--- config.mk ---
export PLATFORM = sky130hd
export DESIGN_NAME = fetch_ifid_stage
export DESIGN_NICKNAME = d
export VERILOG_FILES = /design/src/rtl/fetch_ifid_stage.sv
export SDC_FILE = /design/constraint.sdc
export NUM_CORES = 1
export LEC_CHECK = 0
export ABC_AREA = 1
export CAP_MARGIN = 20
export CORE_MARGIN = 8
export CORE_UTILIZATION = 40
export CTS_BUF_LIST = sky130_fd_sc_hd__clkbuf_2 sky130_fd_sc_hd__clkbuf_4 sky130_fd_sc_hd__clkbuf_8
export CTS_CLUSTER_DIAMETER = 50
export DETAILED_ROUTE_END_ITERATION = 12
export PLACE_DENSITY_LB_ADDON = 0.05
export SYNTH_ARGS = -nofsm -noshare
export SYNTH_HDL_FRONTEND = slang
export SYNTH_SLANG_ARGS = --single-unit
--- constraint.sdc ---
create_clock -name i_clk -period 16.3 [get_ports i_clk]
set_input_delay 3.26 -clock i_clk [delete_from_list [all_inputs] [get_ports i_clk]]
set_output_delay 3.26 -clock i_clk [all_outputs]
set_load 0.1 [all_outputs]
--- src/rtl/fetch_ifid_stage.sv ---
// Instruction fetch stage with PC, single-outstanding imem port and IF/ID register.
// Responses that arrive while IF/ID is stalled are parked in a one-entry hold buffer.
module fetch_ifid_stage #(
  parameter int unsigned     XLEN      = 32,
  parameter logic [XLEN-1:0] RESET_PC  = '0,
  parameter logic [XLEN-1:0] NOP_INSTR = XLEN'(32'h0000_0013)
) (
  input  logic            i_clk,
  input  logic            i_rst,
  input  logic            i_pc_write,
  input  logic            i_if_id_write,
  input  logic            i_redirect,
  input  logic [XLEN-1:0] i_redirect_pc,
  output logic            o_imem_req,
  output logic [XLEN-1:0] o_imem_addr,
  input  logic            i_imem_ready,
  input  logic            i_imem_rvalid,
  input  logic [XLEN-1:0] i_imem_rdata,
  output logic [XLEN-1:0] o_if_id_pc,
  output logic [XLEN-1:0] o_if_id_instr,
  output logic            o_if_id_valid,
  output logic [4:0]      o_if_id_rs1,
  output logic [4:0]      o_if_id_rs2
);

  typedef enum logic [1:0] {
    S_IDLE,
    S_WAIT,
    S_HOLD
  } state_t;

  state_t          state;
  logic [XLEN-1:0] pc;
  logic [XLEN-1:0] fetch_pc;
  logic            kill;
  logic [XLEN-1:0] hold_pc;
  logic [XLEN-1:0] hold_instr;
  logic            accept;
  logic [XLEN-1:0] redir_tgt;

  assign o_imem_req = (state == S_IDLE) & i_pc_write
                    & ~i_redirect & ~i_rst;
  assign o_imem_addr = pc;
  assign accept = o_imem_req & i_imem_ready;
  assign redir_tgt = i_redirect_pc & ~XLEN'(3);

  assign o_if_id_rs1 = o_if_id_instr[19:15];
  assign o_if_id_rs2 = o_if_id_instr[24:20];

  always_ff @(posedge i_clk or posedge i_rst) begin
    if (i_rst) begin
      state         <= S_IDLE;
      pc            <= RESET_PC;
      fetch_pc      <= '0;
      kill          <= 1'b0;
      hold_pc       <= '0;
      hold_instr    <= '0;
      o_if_id_pc    <= '0;
      o_if_id_instr <= NOP_INSTR;
      o_if_id_valid <= 1'b0;
    end else if (i_redirect) begin
      pc            <= redir_tgt;
      o_if_id_pc    <= '0;
      o_if_id_instr <= NOP_INSTR;
      o_if_id_valid <= 1'b0;
      unique case (state)
        S_WAIT: begin
          // A response in the redirect cycle belongs to the wrong path.
          if (i_imem_rvalid) begin
            state <= S_IDLE;
            kill  <= 1'b0;
          end else begin
            kill  <= 1'b1;
          end
        end
        S_HOLD:  state <= S_IDLE;
        default: state <= S_IDLE;
      endcase
    end else begin
      // Bubble by default; a delivery below overrides it.
      if (i_if_id_write) begin
        o_if_id_pc    <= '0;
        o_if_id_instr <= NOP_INSTR;
        o_if_id_valid <= 1'b0;
      end
      unique case (state)
        S_IDLE: begin
          if (accept) begin
            fetch_pc <= pc;
            pc       <= pc + XLEN'(4);
            state    <= S_WAIT;
          end
        end
        S_WAIT: begin
          if (i_imem_rvalid) begin
            if (kill) begin
              kill  <= 1'b0;
              state <= S_IDLE;
            end else if (i_if_id_write) begin
              o_if_id_pc    <= fetch_pc;
              o_if_id_instr <= i_imem_rdata;
              o_if_id_valid <= 1'b1;
              state         <= S_IDLE;
            end else begin
              hold_pc    <= fetch_pc;
              hold_instr <= i_imem_rdata;
              state      <= S_HOLD;
            end
          end
        end
        S_HOLD: begin
          if (i_if_id_write) begin
            o_if_id_pc    <= hold_pc;
            o_if_id_instr <= hold_instr;
            o_if_id_valid <= 1'b1;
            state         <= S_IDLE;
          end
        end
        default: state <= S_IDLE;
      endcase
    end
  end

endmodule
==> metrics <==
Slew @ Worst Pin roughly 1.1 ns; pwr/cell area ~170 mW/mm^2; Vias/cell about 5.2; critical path launch point type primary input; Clk pwr share 0.175; Yosys warning count 0; routed via count slightly above 8000; Primary FF master, synth dfrtp_1; type of the worst setup path primary input to output pin; CP Data Required Time ~13 ns; sequential area share after synthesis 0.516; final RePlAce weighted congestion roughly 0.84; CTS clk-pin slew, worst paths 0.08 ns; fin. max-slew vios 0; Die Ht 168 microns; most frequent cell after synthesis nand2_1; CTS tree yes; PortBufs 174; Gate Count Post-Synth roughly 1100; Row Count between 50 and 60; CP max-delay cell clkdlybuf4s50_1; # setup viols final 0; H-tree lvl count 4; DR WL/cell about 18 microns; Async SR Flop Fraction 1.00; vias in the first global route between 7000 and 8000; sequential share of power 0.391; Pleak 5.09 nW; Slew headroom 0.293; Area Overhead vs Synth 24.0%; GRT Util Overall 0.197; Sw Share 0.478; Hold Crit Class register to register; Peak VDD IR about 0.058 mV; Post-DRT Antenna Nets 0; P_sw around 0.91 mW; Clock Path Buffers 2; Avg Cell Area, Syn approximately 8 sq um; crit-path max FO 85; CTS resizes 0; die width roughly 170 microns; largest net degree at the start of global routing 86; first-iteration detailed-routing DRC count roughly 600; I/O pins ~180; most frequent cells after synthesis nand2_1 (232), dfrtp_1 (187), nor2_1 (148), inv_1 (80), nand3_1 (75); CP peak stage delay between 1 and 1.5 ns; setup bufs post-CTS 0; antenna cell count 0; CTS buffer count 17; cts hold-fix bufs 0; initial antenna violation count 0; outcome finished clean; RSZ-0062 raised after global routing false; DR DRC count 0; nets 1329; Hold Violations, Final 0; count of different cell masters after synthesis 32; CP most frequent cell clkdlybuf4s50_1; Routed Wire Length ~28000 microns; crit share post-route 0.557; post-DP HPWL about 18000 microns; Post-synth EDFFs 0; CP endpoint kind output pin; root buffer cell clkbuf_8; reg2reg path depth 9; first-pass GRT wire length 44500 microns; setup_tns 0 ns; Clock Latency Late Sink between 0.4 and 0.5 ns; top post-synthesis cells by area dfrtp_1 (51%), nand2_1 (9.5%), nor2_1 (6.0%), nand3_1 (4.1%), a21oi_1 (3.9%); Achievable Freq 110 MHz; crit path time final around 9.1 ns; layout cell share with drive strength beyond 1 0.0513; DR pass1 iterations 4; max-cap violation count 0; final clock skew approximately 0.017 ns; clk sinks 190; Power Internal roughly 0.99 mW; Initial Util 0.407; die area 0.0282 sq mm; Core Area about 0.023 sq mm; register bit count reported by yosys 190; Comb power frac 0.435; worst hold stages 2; Arrival @ worst endpoint around 5.8 ns; post-synth top area share 0.508; gr ovfl total 0; synthesized area between 0.009 and 0.01 sq mm; crit path cell chain clkdlybuf4s50_1, inv_8, nand2_1, nor2_2, clkdlybuf4s50_1; Pwr Total 1.90 mW; Synth area leader dfrtp_1
[routing by layer]
metal / GRT usage / wire length, microns / vias up
met4: 0.0509 / 322 / 0
met3: 0.0426 / 1380 / 20
met1: 0.278 / 13100 / 3891
met5: 0 / 0 / -
met2: 0.302 / 12700 / 212
li1: - / - / 4024
[critical path: cells and delay by family]
family,cells,cell delay [ns]
AND/OR/NAND/NOR,2,0.38
buffers and inverters,3,2.13
[through the flow]
stage	utilization	setup WS, ns	hold WS [ns]	instances	cell area, sq um
2_1_floorplan	-	4.59	0.437	1133	9220
3_3_place_gp	0.486	7.16	0.450	1520	11000
3_5_place_dp	0.486	7.16	0.454	1520	11000
4_1_cts	0.505	7.16	0.481	1552	11400
5_1_grt	0.505	7.04	0.516	1552	11400
6_report	0.505	7.23	0.483	1552	11400
[registers in the layout, summed over array words and instances, names as in the netlist]
| name | count |
|---|---|
| hold_pc | 30 |
| fetch_pc | 30 |
| state | 2 |
| o_if_id_instr | 32 |
| hold_instr | 32 |
| o_if_id_pc | 32 |
| o_if_id_valid | 1 |
| kill | 1 |
| o_imem_addr | 30 |
[final cells by class]
cell class	count	area (sq um)
inverters	86	330
clock inverters	13	161
well taps	285	357
multi-input cells	773	3740
repair buffers	186	1830
fillers	2226	11200
flip-flops and latches	190	4760
clock buffers	19	255
[path summary, 6_finish.rpt]
check / start / end / slack, ns
max: i_rst / o_imem_req / 7.23
max reg2reg: state[1] / hold_instr[28] / 13.29
max in group asynchronous: i_rst / hold_pc[24] / 11.77
min reg2reg: hold_instr[4] / hold_instr[4] / 0.48
min in group asynchronous: i_rst / o_if_id_instr[5] / 3.28
min: hold_instr[4] / hold_instr[4] / 0.48
[layout by cell type (no fill, tap or decap), types with 2 or more instances in the layout]
cell type / count
nand4_1: 8
o21ai_0: 61
nor3_1: 29
o21ai_1: 12
ha_1: 2
ha_2: 2
bufinv_16: 3
nand3b_1: 5
nand2_2: 5
o22ai_1: 5
clkdlybuf4s50_1: 173
inv_6: 2
a21oi_1: 72
nor2_2: 2
a31oi_1: 24
clkinvlp_4: 4
nand2_1: 230
xor2_1: 3
clkinv_2: 3
dfstp_2: 3
nand3_1: 75
clkbuf_8: 18
nor2_1: 147
a211oi_1: 39
o211ai_1: 45
inv_2: 5
conb_1: 2
buf_4: 12
inv_1: 79
dfrtp_1: 187
[power groups by stage]
stage	combinational [mW]	clock, mW	sequential [mW]
3_3_place_gp	0.823	0	0.746
4_1_cts	0.833	0.342	0.741
3_5_place_dp	0.831	0	0.749
6_report	0.824	0.331	0.741
5_1_grt	0.892	0.358	0.762
2_1_floorplan	0.335	0	1.02
[cell families after synthesis]
family | after synthesis | synth area share
buffers and inverters | 170 | 0.0807
AND/OR/NAND/NOR | 505 | 0.227
XOR/XNOR | 3 | 0.00285
other | 1 | 0.000407
AO/OA/AOI/OAI | 259 | 0.168
flip-flops | 190 | 0.516
adder cells (fa/ha/maj) | 4 | 0.00543
No activity file was read; power rests on OpenSTA's default activity.
